===== config.mk =====
export PLATFORM = sky130hd
export DESIGN_NAME = mem_bus_arbiter
export DESIGN_NICKNAME = d
export VERILOG_FILES = /design/src/rtl/mem_bus_arbiter.sv
export SDC_FILE = /design/constraint.sdc
export NUM_CORES = 1
export LEC_CHECK = 0
export ABC_CLOCK_PERIOD_IN_PS = 1700
export CORE_UTILIZATION = 43
export CTS_BUF_LIST = sky130_fd_sc_hd__clkbuf_8
export DETAILED_ROUTE_END_ITERATION = 16
export GPL_TIMING_DRIVEN = 0
export PLACE_DENSITY = 0.83
export RECOVER_POWER = 25
export SETUP_SLACK_MARGIN = 0.05
export SYNTH_ARGS = -nofsm -noshare
export SYNTH_HDL_FRONTEND = slang
export SYNTH_SLANG_ARGS = --single-unit

===== constraint.sdc =====
create_clock -name iCLK -period 1.7 [get_ports iCLK]
set_input_delay 0.17 -clock iCLK [delete_from_list [all_inputs] [get_ports iCLK]]
set_output_delay 0.17 -clock iCLK [all_outputs]
set_load 0.03 [all_outputs]

===== src/rtl/mem_bus_arbiter.sv =====
// Grant FSM sharing one memory port between instruction fetch and load/store.
// Define MEM_ARB_ROUND_ROBIN_EN for round-robin tie-break; otherwise data wins every tie.
module mem_bus_arbiter #(
    parameter int ADDR_WIDTH  = 32,
    parameter int DATA_WIDTH  = 32,
    parameter int MEM_LATENCY = 1
) (
    input  logic                    iCLK,
    input  logic                    iRST,
    input  logic                    iIReq,
    input  logic [ADDR_WIDTH-1:0]   iIAddr,
    output logic                    oIReady,
    output logic [DATA_WIDTH-1:0]   oIData,
    input  logic                    iDReq,
    input  logic                    iDWe,
    input  logic [DATA_WIDTH/8-1:0] iDByteEn,
    input  logic [ADDR_WIDTH-1:0]   iDAddr,
    input  logic [DATA_WIDTH-1:0]   iDWData,
    output logic                    oDReady,
    output logic [DATA_WIDTH-1:0]   oDRData,
    output logic                    oMemRead,
    output logic                    oMemWrite,
    output logic [DATA_WIDTH/8-1:0] oMemByteEn,
    output logic [ADDR_WIDTH-1:0]   oMemAddr,
    output logic [DATA_WIDTH-1:0]   oMemWData,
    input  logic [DATA_WIDTH-1:0]   iMemRData,
    output logic                    oBusy
);
    localparam int BE_W  = DATA_WIDTH / 8;
    localparam int CNT_W = 3;

    typedef enum logic [1:0] {
        S_IDLE = 2'd0,
        S_BUSY = 2'd1,
        S_RESP = 2'd2
    } state_t;

    state_t                  r_state;
    state_t                  w_next;
    logic                    r_owner_data;
    logic                    r_we;
    logic [BE_W-1:0]         r_be;
    logic [ADDR_WIDTH-1:0]   r_addr;
    logic [DATA_WIDTH-1:0]   r_wdata;
    logic [CNT_W-1:0]        r_cnt;
    logic [DATA_WIDTH-1:0]   r_idata;
    logic [DATA_WIDTH-1:0]   r_drdata;
    logic                    w_req_any;
    logic                    w_grant_data;
    logic                    w_busy;
    logic                    w_cnt_done;

    assign w_req_any  = iIReq | iDReq;
    assign w_busy     = (r_state == S_BUSY);
    assign w_cnt_done = (r_cnt == CNT_W'(1));

`ifdef MEM_ARB_ROUND_ROBIN_EN
    logic r_last_data;

    // On a tie the requester that was not served last wins; a lone request always wins.
    assign w_grant_data = iDReq & (~iIReq | ~r_last_data);

    always_ff @(posedge iCLK) begin
        if (iRST)
            r_last_data <= 1'b1;
        else if (r_state == S_IDLE && w_req_any)
            r_last_data <= w_grant_data;
    end
`else
    assign w_grant_data = iDReq;
`endif

    always_comb begin
        w_next = r_state;
        case (r_state)
            S_IDLE:  if (w_req_any) w_next = S_BUSY;
            S_BUSY:  if (w_cnt_done) w_next = S_RESP;
            S_RESP:  w_next = S_IDLE;
            default: w_next = S_IDLE;
        endcase
    end

    always_ff @(posedge iCLK) begin
        if (iRST) begin
            r_state      <= S_IDLE;
            r_owner_data <= 1'b1;
            r_we         <= 1'b0;
            r_be         <= '0;
            r_addr       <= '0;
            r_wdata      <= '0;
            r_cnt        <= '0;
            r_idata      <= '0;
            r_drdata     <= '0;
        end else begin
            r_state <= w_next;
            if (r_state == S_IDLE && w_req_any) begin
                r_owner_data <= w_grant_data;
                r_we         <= w_grant_data & iDWe;
                r_be         <= (w_grant_data & iDWe) ? iDByteEn : '1;
                r_addr       <= w_grant_data ? iDAddr : iIAddr;
                r_wdata      <= w_grant_data ? iDWData : '0;
                r_cnt        <= CNT_W'(MEM_LATENCY);
            end
            if (w_busy) begin
                r_cnt <= r_cnt - CNT_W'(1);
                if (w_cnt_done && !r_we) begin
                    if (r_owner_data)
                        r_drdata <= iMemRData;
                    else
                        r_idata  <= iMemRData;
                end
            end
        end
    end

    // Memory port comes only from the registered command; the write strobe fires in the first BUSY cycle.
    assign oMemRead   = w_busy & ~r_we;
    assign oMemWrite  = w_busy & r_we & (r_cnt == CNT_W'(MEM_LATENCY));
    assign oMemByteEn = w_busy ? r_be    : '0;
    assign oMemAddr   = w_busy ? r_addr  : '0;
    assign oMemWData  = w_busy ? r_wdata : '0;

    assign oIReady = (r_state == S_RESP) & ~r_owner_data;
    assign oDReady = (r_state == S_RESP) &  r_owner_data;
    assign oBusy   = (r_state != S_IDLE);
    assign oIData  = r_idata;
    assign oDRData = r_drdata;
endmodule


Word level (Yosys, flattened, before mapping)
Index checks and enable logic that the tools add are counted.
{ "classes": {"mux": 11, "n_eq_ne": 5, "bitwise": 9, "add_sub_neg": 1, "reduce_logical": 9} }
{ "op_table": {"columns": ["cell", "n"], "rows": [
  ["32-bit two-way mux", 4],
  ["4-bit two-way mux", 2],
  ["1-bit bitwise AND", 6],
  ["3-bit two-way mux", 2],
  ["3-bit AND reduction", 2],
  ["2-bit two-way mux", 2],
  ["2-bit one-hot mux with 2 select lines", 1],
  ["2-bit nonzero test", 2],
  ["3-bit by 1-bit == test with 1-bit output (second input constant)", 1],
  ["3-bit by 1-bit subtractor with 3-bit output (second input constant)", 1],
  ["2-bit by 1-bit == test with 1-bit output (second input constant)", 1],
  ["2-bit == test (second input constant)", 1],
  ["1-bit logical AND", 2],
  ["2-bit logical NOT", 1],
  ["2-bit by 1-bit != test with 1-bit output (second input constant)", 1],
  ["2-bit != test (second input constant)", 1],
  ["1-bit inverter", 2],
  ["2-bit AND reduction", 1],
  ["1-bit logical NOT", 1],
  ["1-bit OR", 1]
]} }
{ "word_totals": {"regBits": 139, "output_inout_bits": 137, "elab_cells": 44} }

Depth between registers and ports, before layout
{ "logic_depth": {"ltp_word": 4, "ltp_mapped": 7} }

Worst setup path after synthesis
No wires, ideal clock.
{ "synth_timing": {"path_type": "register -> output", "startpoint": "register r_state[0]", "endpoint": "output oMemWrite", "slack_ns": 0.183, "t_arrival_ns": 1.347, "n_path_buf": 3, "path_stages_with_launch": 6, "cell_sequence": "dfxtp_1 buf_4 nor2b_1 buf_2 clkbuf_1 and3_1"} }
{ "synth_between": {"elab_chain_cells": 3} }
{ "synth_rtl": {"columns": ["item", "line_no", "source"], "rows": [
  ["start, declared", "38", "state_t r_state;"],
  ["start signal, assigned", "95", "r_state <= w_next;"],
  ["2-bit by 1-bit == test with 1-bit output", "54", "assign w_busy = (r_state == S_BUSY);"],
  ["1-bit bitwise AND (2 in series)", "118", "assign oMemWrite = w_busy & r_we & (r_cnt == CNT_W'(MEM_LATENCY));"],
  ["end, declared", "22", "output logic oMemWrite,"]
]} }
Every way passes these cells.

Worst setup path in the final report
Ends and elaborated chain as after synthesis.

==> run metrics <==
vias post-DR=5,723; depth of the most critical reg-to-reg path=5; fill cell instance count of the final layout=1,114; total die area=14,300 um2; GR Util All Layers=26.1%; worst vdd rail ir drop=0.594 mV; highest-count cells in the layout ignoring fill and taps=137 x dfxtp_1, 134 x clkdlybuf4s50_1, 130 x nand2_1, 96 x mux2i_1, 73 x buf_6; mean instance size in the synthesized netlist=9.04 um2; portion of total power attributed to the clock network=a little under a third; Final HPWL DP=13,600 um; unrepaired setup endpoints after global routing=true; sequential-to-total area share from yosys stat=46.8%; overall routed net length=between 15,000 and 20,000 um; number of design rule violations left after detail routing=0; starting density of the core=44.5%; insertion delay of the later-clocked pin in the worst-skew pair=0.45 ns; RR Endpoint=r_be[3]; top cells by area in the synthesized netlist=dfxtp_1 47%, mux2i_1 16%, nand2_1 8.2%; post-synth design cell area=5940 um2; number of primary I/O pins=roughly 270; placed insts=~1,100; switching power=2.36 mW; Required @ worst endpoint=1.53 ns; Post-Layout Cell Count=1,143; total grt overflow=0; initial DRC count=285; power density of the placed cells=847 nW/um2; area post-placement=8870 um2; startpoint of the tightest hold check path=iDReq; failing checks=setup timing; largest net degree at the start of global routing=17; Sw Share=29.4%; TritonCTS clock tree=built; worst-case clock buffer depth=2; endpoint arrival time on the critical path=1.69 ns; most common cell after layout, fill and taps aside=dfxtp_1; actual transition at the worst max-transition pin=0.544 ns; nature of the critical path startpoint=register; top fanout value on the critical path=10; Final setup violation count=73; initial antenna violation count=0; number of instances in the synthesized netlist=657; internal cell power=approximately 5.7 mW; number of nets in the layout=roughly 1,100; fraction of power consumed by combinational cells=24.8%; average wire per standard cell=roughly 16 um; sinks on the clock net=about 140; Final Skew=approximately 0.0077 ns; Post-Synthesis Net Count=just under 800; normalized max-slew margin=63.7%; quantity of I/O buffers inserted on ports=271; Final Cell Area=9470 um2; Fin. Hold Viols=0; clock root buffer=clkbuf_8; vias in the first global route=approximately 5,700; number of flip-flops and latches in the synthesized netlist=139; die outline height=120 um; first-pass GRT wire length=29,100 um; register-to-register setup slack=-0.03 ns; diode count=0; final worst path period share=109%; Placement Rows=42; post-route setup slack=-0.158 ns; max-cap viol count=0; overall power after layout=roughly 8 mW; area fraction of the dominant cell type after synthesis=46.8%; share of cells above drive strength 1=17.8%; Detail Route Antenna Nets=0; Via-to-Cell Ratio=5.01; beginning of the worst register-to-register path=r_state[0]; die width=120 um; number of distinct library cell variants in the gate-level netlist after synthesis=35; Hold Crit Depth=3; clock slew at reported path FFs=0.07 ns; critical path endpoint category=output pin; sequential share of power=44.8%; Post-CTS Hold Buffers=0; result of the run=complete, but fails checks; shortest period the worst path allows=1.86 ns; H-tree levels=4; routability congestion estimate from global placement=0.807; number of pins exceeding their max-slew limit in the final report=0; drt first pass iters=4; Hold WC Path Type=primary input to register; end point of the worst hold path=r_addr[0]; Syn-to-layout area delta=59.4%; Synth Warn #=0; placeable core area=13,300 um2; LEAKAGE=4.33 nW; Critical Setup Path Class=register to output pin; total clock buffers created by CTS=17; maximum operating frequency=approximately 540 MHz; Yosys top cell by area=dfxtp_1
power by group through the flow:
stage / Combinational [mW] / Sequential [mW] / Clock (mW)
after floorplan: 0.946 / 3.73 / 0
after global placement: 1.84 / 3.65 / 0
after detailed placement: 1.86 / 3.66 / 0
after CTS: 1.98 / 3.59 / 2.48
after global routing: 2.14 / 3.61 / 2.64
final: 1.99 / 3.59 / 2.44
synthesized netlist by cell type (all sizes together):
cell type	count
ha	2
o31a	1
nand3b	1
buf	20
o221a	4
mux2i	96
a211oi	32
nor2b	2
nor4	1
nor2	5
a22oi	1
nor3b	2
nand2	130
xor2	1
nand4b	1
a21oi	67
and3b	1
inv	4
nor3	2
nand2b	3
o21ai	33
o211ai	1
a211o	1
and2	68
or2	1
dfxtp	139
and3	1
clkbuf	37
flip-flops by register name, summed over array words and instances (netlist names):
| name | cells |
|---|---|
| r_addr | 32 |
| r_cnt | 3 |
| r_we | 1 |
| r_be | 4 |
| oIData | 32 |
| r_owner_data | 1 |
| r_wdata | 32 |
| oDRData | 32 |
| r_state | 2 |
layer usage:
| layer | vias up | track usage, % | part of all wire, % |
|---|---|---|---|
| met5 | - | 0 | 0 |
| met4 | 0 | 8.67 | 1.6 |
| met3 | 25 | 10.6 | 9.8 |
| met2 | 212 | 46.6 | 50 |
| met1 | 2655 | 27.8 | 39 |
| li1 | 2831 | - | - |
area by class of cell:
class                      instances  area, um2  area share (%)
sequential                       139       2790            29.4
tap                              176        220            2.33
clock inverter                    12       82.6           0.872
inverter                           4       17.5           0.185
multi-input combinational        457       2940            31.1
buffer                            57        383            4.04
clock buffer                      20        275            2.91
timing repair buffer             278       2760            29.2
how the worst max path moves through the flow:
stage	cells after the start	start	end	slack, ns
2_1_floorplan	5	r_state[0]	oMemWrite	0.18
3_3_place_gp	6	r_state[0]	oMemWrite	-0.75
3_5_place_dp	6	r_state[0]	oMemWrite	-0.79
4_1_cts	6	r_state[0]	oMemWrite	-0.16
5_1_grt	6	r_state[0]	oMemWrite	-0.22
6_report	6	r_state[0]	oMemWrite	-0.16
critical path, cell delays in order (launching register included):
cell	delay, ns
dfxtp_2	0.33
buf_6	0.11
nor2b_4	0.16
buf_8	0.16
clkbuf_16	0.17
and3_1	0.17
buf_6	0.14
stage by stage:
stage / hold WS, ns / setup slack [ns] / setup TNS (ns) / utilization [%]
after floorplan: 0.310 / 0.183 / 0 / -
after global placement: 0.440 / -0.750 / -38.74 / 66.5
after detailed placement: 0.448 / -0.789 / -41.30 / 66.5
after CTS: 0.223 / -0.162 / -8.92 / 70.7
after global routing: 0.265 / -0.217 / -13.63 / 70.9
final: 0.251 / -0.158 / -8.35 / 70.9
cells by family (layout without fill, tap and decap cells):
kind of cell	after synthesis	count (layout)	synth area share (%)
AOI/OAI and AO/OA	140	140	13.8
xor gates and xnor gates	1	1	0.147
adders and majority gates	2	2	0.421
buffers and inverters	61	371	4.63
DFF	139	139	46.8
muxes	96	96	16.2
and+or+nand+nor	218	218	18.0
what timing repair did:
item / in CTS / in global routing
setup buffers: 6 / 1
pin swaps: 2 / 0
gates resized for setup: 603 / 31
endpoints found under the setup margin: 175 / 204
Note: power is estimated with default switching activity, not from simulation.
